File: src/rtl/timing_decoder_unit.sv
// timing_decoder_unit: sequence counter with one-hot timing decode plus latched opcode/I-bit decode
module timing_decoder_unit #(
  parameter int SC_WIDTH = 4,
  parameter int OP_WIDTH = 3
) (
  input  logic                     clk,
  input  logic                     rst,
  input  logic                     run,
  input  logic                     sc_clr,
  input  logic                     ir_ld,
  input  logic [OP_WIDTH:0]        opcode_in,
  output logic [SC_WIDTH-1:0]      sc,
  output logic [2**SC_WIDTH-1:0]   t,
  output logic [2**OP_WIDTH-1:0]   d,
  output logic                     i_bit,
  output logic                     sc_wrap
);
  logic [SC_WIDTH-1:0] r_sc;
  logic [OP_WIDTH-1:0] r_op;
  logic                r_i;
  always_ff @(posedge clk) begin
    if (rst) begin
      r_sc <= '0;
      r_op <= '0;
      r_i  <= 1'b0;
    end else begin
      r_sc <= sc_clr ? '0 : run ? r_sc + 1'b1 : r_sc;
      if (ir_ld) begin
        r_op <= opcode_in[OP_WIDTH-1:0];
        r_i  <= opcode_in[OP_WIDTH];
      end
    end
  end
  assign sc      = r_sc;
  assign t       = {{(2**SC_WIDTH-1){1'b0}}, 1'b1} << r_sc;
  assign d       = {{(2**OP_WIDTH-1){1'b0}}, 1'b1} << r_op;
  assign i_bit   = r_i;
  assign sc_wrap = (&r_sc) & run & ~sc_clr & ~rst;
endmodule

File: config.mk
export PLATFORM = sky130hd
export DESIGN_NAME = timing_decoder_unit
export DESIGN_NICKNAME = d
export VERILOG_FILES = /design/src/rtl/timing_decoder_unit.sv
export SDC_FILE = /design/constraint.sdc
export NUM_CORES = 1
export LEC_CHECK = 0
export CAP_MARGIN = 20
export CORE_ASPECT_RATIO = 1.4
export CORE_UTILIZATION = 32
export DETAILED_ROUTE_END_ITERATION = 10
export GPL_TIMING_DRIVEN = 0
export PLACE_DENSITY = 0.85
export SYNTH_ARGS = -nofsm -noshare
export SYNTH_HDL_FRONTEND = slang
export SYNTH_SLANG_ARGS = --single-unit
File: constraint.sdc
create_clock -name clk -period 1.41 [get_ports clk]
set_clock_uncertainty 0.2 [all_clocks]
set_input_delay 0.141 -clock clk [delete_from_list [all_inputs] [get_ports clk]]
set_output_delay 0.141 -clock clk [all_outputs]
set_load 0.05 [all_outputs]
* Word-level counts from Yosys, hierarchy flattened *
Cells that the tools add are included.

storage, ports and cells
  word-level logic and storage cells = 13
  register bits after elaboration = 8
  bits of input ports = 9
  output and inout port bits = 30

operators by class
  shifts and indexed selects = 2
  $add $sub $neg = 1
  bitwise gates (word level) = 5
  reduce and logical (&&, ||, !) cells = 2

operator list
  kind                                                                 number
  1-bit by 4-bit left shift with 16-bit output (first input constant)  1
  1-bit by 3-bit left shift with 8-bit output (first input constant)   1
  4-bit by 1-bit adder with 4-bit output (second input constant)       1
  4-bit AND reduction                                                  1
  1-bit AND                                                            3
  1-bit NOT                                                            2
  2-bit OR reduction                                                   1

* Logic depth before layout (Yosys ltp) *
Gate-level depths: netlist (run 1).

  depth in word-level cells = 4
  depth in mapped cells = 4
  depth with buffers taken out = 4

* Worst setup path before layout (run 1) *
OpenSTA, ideal clock, no wires.

  path kind = register -> output
  start = register r_sc[0] (netlist: sc[0])
  end = output sc_wrap
  arrival time = 2.150 ns
  cell stages (with the launch flop) = 4
  buffers on the path = 0
  data required time = 1.069 ns
  path slack = -1.081 ns
  path through = dfxtp_1 > ha_1 > nand4_1 > nor3_1

between the ends
  cells in the longest elaborated chain, start to end = 4

ends and longest elaborated chain
  item                      RTL line  RTL
  start: declaration        18        logic [SC_WIDTH-1:0] r_sc;
  start signal: assignment  27        r_sc <= sc_clr ? '0 : run ? r_sc + 1'b1 : r_sc;
  4-bit AND reduction       38        assign sc_wrap = (&r_sc) & run & ~sc_clr & ~rst;
  1-bit AND (3 in a row)    38
  end: declaration          16        output logic sc_wrap

No other way between the ends.

* Worst setup path after layout (run 1) *
  start = register r_sc[1] (netlist: sc[1])
  end = output t[13]

between the ends
  cells in the longest elaborated chain, start to end = 1

ends and longest elaborated chain
  item                                          RTL line  RTL
  1-bit by 4-bit left shift with 16-bit output  35        assign t = {{(2**SC_WIDTH-1){1'b0}}, 1'b1} << r_sc;
  end: declaration                              13        output logic [2**SC_WIDTH-1:0] t,

No other way between the ends.

==> results of run 1 <==
[flip-flops by register name, indices dropped and copies added, names as in the netlist]
register and cells:
i_bit 1, r_op 3, sc 4
[cells by family (layout without fill, tap and decap cells)]
| logic type | after synthesis | in the layout |
|---|---|---|
| adders and majority gates | 6 | 6 |
| DFF | 8 | 8 |
| buffers and inverters | 8 | 57 |
| muxes | 6 | 6 |
| and+or+nand+nor | 40 | 40 |
| xor gates and xnor gates | 1 | 1 |
| AOI/OAI and AO/OA | 1 | 1 |
[power by group]
part	switching, mW	leakage (nW)	total [mW]	internal [mW]
clock	0.0812	0.0150	0.190	0.108
combinational	0.139	0.505	0.245	0.106
sequential	0.0131	0.0703	0.244	0.231
total	0.234	0.590	0.679	0.445
[per-stage QoR]
stage / area, um2 / power (mW) / utilization, % / hold WS [ns]
after global routing: 1310 / 0.720 / 73.4 / 0.0143
after global placement: 1100 / 0.458 / 62.0 / 0.154
after CTS: 1230 / 0.667 / 69.2 / 0.00354
after floorplan: 727 / 0.393 / - / 0.00859
final: 1310 / 0.679 / 73.4 / 0.00272
after detailed placement: 1100 / 0.463 / 62.0 / 0.161
[cell type report]
type                       count  area (um2)  share of cell area (%)
clock buffer                   4        26.3                    2.01
sequential                     8         184                    14.1
tap                           20        25.0                    1.92
inverter                       3        11.3                   0.862
timing repair buffer          45         475                    36.4
multi-input combinational     54         541                    41.4
buffer                         5        43.8                    3.35
[worst max path at each step]
stage / to / cells past startpoint / slack [ns]
2_1_floorplan: sc_wrap / 3 / -0.20
5_1_grt: sc_wrap / 4 / -0.24
3_5_place_dp: sc_wrap / 3 / -0.69
3_3_place_gp: sc_wrap / 3 / -0.66
4_1_cts: t[12] / 4 / -0.19
6_report: t[13] / 4 / -0.19
[timing repair]
item,in CTS,in global routing
hold buffers,1,0
buffers inserted,4,5
gates resized for setup,203,13
endpoints found under the hold margin,2,0
pin swaps,4,2
setup endpoints to repair,30,24
[layer usage]
layer,track usage [%],vias up,share of wire (%)
met1,15.4,316,33
met5,0,-,0
met2,38.9,39,59
met3,2.07,4,6.0
met4,12.1,0,1.8
li1,-,333,-
[cell usage in the layout (no fill, tap or decap), drive strengths merged, types with 2 or more instances in the layout]
cell type	synthesis	layout
and2	11	11
and3	4	4
and3b	2	2
buf	4	39
clkbuf	1	5
clkdlybuf4s15	0	3
clkdlybuf4s50	0	5
dfxtp	8	8
ha	6	6
inv	3	3
mux2i	5	5
nand4	2	2
nor2	7	7
nor2b	4	4
nor3	5	5
nor3b	4	4
==> key figures, run 1 <==
Synthesis
  – Post-Syn Instances: 70
  – Syn_area_per_cell: 8.69 um2
  – Simple-gate share of the synthesized area: 39.5%
  – Post-Synth Adder-Cell Area: 12.3%
  – Number of synthesized flops with an enable pin: 0
  – Multiplexer share of the synthesized area: 10.1%
  – YS warnings: 0
  – Top cells by area, synth: dfxtp_1 26%, ha_1 12%, and2_1 11%
  – Top FF cell, synth: dfxtp_1
  – Most common cell in the synthesized netlist: and2_1
  – Seq cells post-synth: 8
  – Synth cell count leaders: 11 x and2_1, 8 x dfxtp_1, 7 x nor2_1
  – Asr flop ratio synth: 0%
  – Synth Area in Compound Gates: 2.47%
  – Share of the synthesized area in the top cell type: 26.3%
  – Post-synthesis cell area: 608 um2
  – Sequential-to-total area share from yosys stat: 26.3%
  – XOR/XNOR Fraction of Synth Area: 1.44%
  – Syn nets: 85
  – Synth unique cells: 21
  – Yosys top cell by area: dfxtp_1
  – Largest family of logic cells by synthesized area: simple AND/OR/NAND/NOR gates

CTS
  – CTS tree: yes
  – Bufs on Longest Clock Path: 2
  – Clock buffer count from CTS: 3
  – Worst-path clk slew: 0.06 ns
  – Root buffer cell: clkbuf_4
  – Clock Sinks: 8
  – H-tree Lvls: 1
  – Worst-skew pair later-pin latency: 0.26 ns

Layout
  – Ratio of cells with drive above 1 in the final layout: 73.1%
  – Fillers: 139
  – ANT cells: 0
  – Area Growth Syn to Fin: 115%
  – Post-layout net count: 135
  – Finished Layout Cells: 139

Timing
  – Final Max Tran Viols: 0
  – Final setup TNS: -2.89 ns
  – RSZ-0062 raised after global routing: true
  – Fmax: 625 MHz
  – Period utilization: 113%
  – Final hold violations: 0
  – Slew HR: 67.4%
  – Final setup violation count: 22
  – Worst slew pin tran: 0.491 ns
  – Setup ws final: -0.189 ns
  – Minimum clock period: 1.60 ns

Global routing
  – First-pass GRT wire length: 2700 um
  – Initial antenna violation count: 0
  – Largest net degree at the start of global routing: 11
  – Total GRT Usage: 18.9%
  – Vias in the first global route: 659
  – GRT overflow: 0

Worst setup path
  – CP max stage cell: dfxtp_4
  – Crit. Startpoint: sc[1]$_SDFFE_PP0P_
  – Startpoint types: flop
  – R2r startpoint: sc[0]$_SDFFE_PP0P_
  – Worst reg2reg path depth: 4
  – Crit Path Class: flop to primary output
  – CP Capture Type: primary output
  – Worst r2r dst: sc[3]$_SDFFE_PP0P_
  – Crit path cell chain: inv_1 -> ha_2 -> and3_2 -> buf_6
  – Critical path buffer and inverter count: 2
  – CP required: 1.07 ns
  – Crit path arrival time: 1.26 ns
  – R2r setup slk: 0.06 ns
  – Slowest stage delay, CP: 0.37 ns
  – Top delay family on crit path: flip-flops
  – Crit path max fanout: 5

Drt
  – Antenna viol nets, final: 0
  – DR vias/cell: 4.98
  – # DRC: 0
  – WL per Instance: 13.4 um
  – Iteration-0 DRC Markers: 0
  – Drt first pass iters: 1
  – Post-Route WL: 1860 um
  – Routed via count: 692

Floorplan
  – Die footprint: 0.00208 mm2
  – IO Pins: 39
  – Starting Density: 34.2%
  – Die H: 53.6 um
  – Die span in x: 38.8 um
  – Core Rows: 18
  – Core ar.: 0.00178 mm2

Run
  – Max Cap Violations: 0

Run status
  – Status: complete, but fails checks
  – Failing checks: setup timing

Min path
  – Hold Path Sink: r_op[0]$_SDFFE_PP0P_
  – Hold depth: 2
  – Class of the worst hold path: input port to flop
  – Hold Crit Start: rst

Power and ir drop
  – Power per cell area: 519 mW/mm2
  – Maximum vdd ir drop: 0.546 mV
  – P_leak: 0.590 nW

Placed design
  – Gpl congestion: 0.673
  – Pre-CTS setup slack: -0.695 ns
  – Cell count after placement: 125
  – Number of buffers added on ports: 35
  – DPL Wire Length: 1230 um
No activity file was read; power rests on OpenSTA's default activity.
==> run 2: changes to the inputs <==
Settings changed: MAX_ROUTING_LAYER from default to met4, SKIP_CTS_REPAIR_TIMING from default to 1.
==> run 2 against run 1 <==
Effect of this change:
- the run still ends with setup timing left
- cell area rose by 8.0%
- utilization rose by 5.9 points
- final cell count is 0.72% lower
- total power up 4.6%
- global-route usage decreased by 2.3 points
- non-clock buffer count decreased by 1
- critical path type unchanged
- largest power group unchanged
- highest routed layer unchanged
==> key figures, run 2 (same netlist as run 1, synthesis figures left out) <==
Run status
  – Status: complete, but fails checks (unchanged)
  – Failing checks: setup timing (unchanged)

Drt
  – WL per Instance: 14.1 um (was 13.4 um)
  – Iteration-0 DRC Markers: 3 (was 0)
  – DR WL met2: 1180 um (was 1090 um)
  – # DRC: 0 (unchanged)
  – Routed met3 length: 91 um (was 112 um)
  – Antenna viol nets, final: 0 (unchanged)
  – DR vias/cell: 4.99 (was 4.98)
  – Drt first pass iters: 2 (was 1)
  – Top Metal Used: met4 (unchanged)
  – Routed via count: 689 (was 692)
  – Post-Route WL: 1950 um (was 1860 um)
  – Met1 WL: 646 um (was 621 um)

Worst setup path
  – Crit Path Class: flop to primary output (unchanged)
  – Worst reg2reg path depth: 3 (was 4)
  – CP required: 1.07 ns (about the same)
  – Critical path buffer and inverter count: 1 (was 2)
  – Top delay family on crit path: flip-flops (unchanged)
  – CP Capture Type: primary output (unchanged)
  – CP Depth: 4 (unchanged)
  – Crit path arrival time: 1.29 ns (was 1.26 ns)
  – Startpoint types: flop (unchanged)
  – CP max stage cell: dfxtp_4 (unchanged)
  – Slowest stage delay, CP: 0.39 ns (was 0.37 ns)
  – Crit path cell chain: ha_4 -> ha_2 -> nor2b_2 -> buf_6 (was inv_1 -> ha_2 -> and3_2 -> buf_6)
  – Crit path max fanout: 4 (was 5)

Layout
  – Layout Utilization: 79.3% (was 73.4%)
  – Fillers: 107 (was 139)
  – Area Growth Syn to Fin: 132% (was 115%)
  – Commonest cells after routing, fill and taps aside: 19 x buf_6, 12 x buf_8, 8 x and2_4 (was 25 x buf_6, 8 x and2_2, 8 x buf_4)
  – Finished Layout Cells: 138 (was 139)
  – Commonest non-fill, non-tap cell in the layout: buf_6 (unchanged)
  – ANT cells: 0 (unchanged)
  – Ratio of cells with drive above 1 in the final layout: 74.6% (was 73.1%)
  – Post-layout net count: 134 (was 135)
  – Flip-flop count of the largest register after layout: 4 (unchanged)
  – Multi-input combinational cell area: 616 um2 (was 541 um2)
  – Register area: 186 um2 (was 184 um2)

Floorplan
  – Core Rows: 18 (unchanged)
  – Die footprint: 0.00208 mm2 (unchanged)
  – Die H: 53.6 um (unchanged)
  – Die span in x: 38.8 um (unchanged)
  – Starting Density: 34.2% (unchanged)
  – Core ar.: 0.00178 mm2 (unchanged)
  – IO Pins: 39 (unchanged)

Power and ir drop
  – Maximum vdd ir drop: 0.602 mV (was 0.546 mV)
  – Power per cell area: 503 mW/mm2 (was 519 mW/mm2)
  – P_leak: 0.651 nW (was 0.590 nW)
  – Pwr Total: 0.709 mW (was 0.679 mW)

Min path
  – Hold depth: 2 (unchanged)
  – Class of the worst hold path: input port to flop (unchanged)

Timing
  – Final hold violations: 0 (unchanged)
  – Final Max Tran Viols: 0 (unchanged)
  – RSZ-0062 raised after global routing: true (unchanged)
  – Slew HR: 66.1% (was 67.4%)
  – Minimum clock period: 1.63 ns (was 1.60 ns)
  – Setup ws final: -0.220 ns (was -0.189 ns)
  – Fmax: 614 MHz (was 625 MHz)
  – Final setup violation count: 22 (unchanged)
  – Period utilization: 116% (was 113%)
  – Worst slew pin tran: 0.507 ns (was 0.491 ns)

CTS
  – Worst-skew pair later-pin latency: 0.26 ns (about the same)
  – Clock buffer count from CTS: 3 (unchanged)
  – CTS tree: yes (unchanged)
  – Root buffer cell: clkbuf_4 (unchanged)
  – Bufs on Longest Clock Path: 2 (unchanged)
  – Worst-path clk slew: 0.06 ns (about the same)
  – Clock Sinks: 8 (unchanged)
  – H-tree Lvls: 1 (unchanged)

Global routing
  – Vias in the first global route: 569 (was 659)
  – Total GRT Usage: 16.6% (was 18.9%)
  – GRT overflow: 0 (unchanged)
  – First-pass GRT wire length: 2300 um (was 2700 um)
  – Largest net degree at the start of global routing: 11 (unchanged)
  – Initial antenna violation count: 0 (unchanged)

Run
  – Max Cap Violations: 0 (unchanged)

Placed design
  – Cell count after placement: 125 (unchanged)
  – Gpl congestion: 0.680 (was 0.673)
  – Number of buffers added on ports: 35 (unchanged)
  – DPL Wire Length: 1230 um (unchanged)
## run 2: cell count changes in the layout (fill, tap and decap cells not counted), sizes merged
cell	delta
clkbuf	+3
clkdlybuf4s15	-3
buf	-2
dlymetal6s2s	+2
dlygate4sd2	-1
## run 2: path summary, 6_finish.rpt
check	end	from	slack [ns]
hold / removal	r_op[0]$_SDFFE_PP0P_	rst	0.02
setup / recovery	t[7]	sc[0]$_SDFFE_PP0P_	-0.22
setup reg to reg	sc[2]$_SDFFE_PP0P_	sc[0]$_SDFFE_PP0P_	0.05
hold reg to reg	i_bit$_SDFFE_PP0P_	i_bit$_SDFFE_PP0P_	0.29
## run 2: cell type report
class,count,area share [%]
multi-input cells,54,43.6
repair buffers,44,35.0
flip-flops and latches,8,13.2
plain buffers,5,3.37
clock buffers,4,1.86
well taps,20,1.77
inverters,3,1.15
## run 2: layer usage
| metal | GRT usage [%] | vias up |
|---|---|---|
| li1 | - | 328 |
| met1 | 15.0 | 318 |
| met2 | 30.6 | 39 |
| met3 | 1.65 | 4 |
| met4 | 12.1 | 0 |
| met5 | - | - |
## run 2: through the flow
step / area [um2] / setup slack (ns) / setup TNS [ns] / hold WS [ns]
6_report: 1410 / -0.220 / -2.82 / 0.0155
5_1_grt: 1410 / -0.292 / -3.95 / 0.0258
4_1_cts: 1130 / -0.866 / -22.01 / -0.120
3_5_place_dp: 1100 / -0.695 / -13.66 / 0.161
3_3_place_gp: 1100 / -0.665 / -13.16 / 0.154
2_1_floorplan: 727 / -0.204 / -0.607 / 0.00859
## run 2: where the power goes
group | total (mW) | leakage, nW | internal (mW) | switching, mW
logic | 0.265 | 0.565 | 0.120 | 0.145
registers | 0.251 | 0.0706 | 0.229 | 0.0218
clock network | 0.194 | 0.0150 | 0.109 | 0.0852
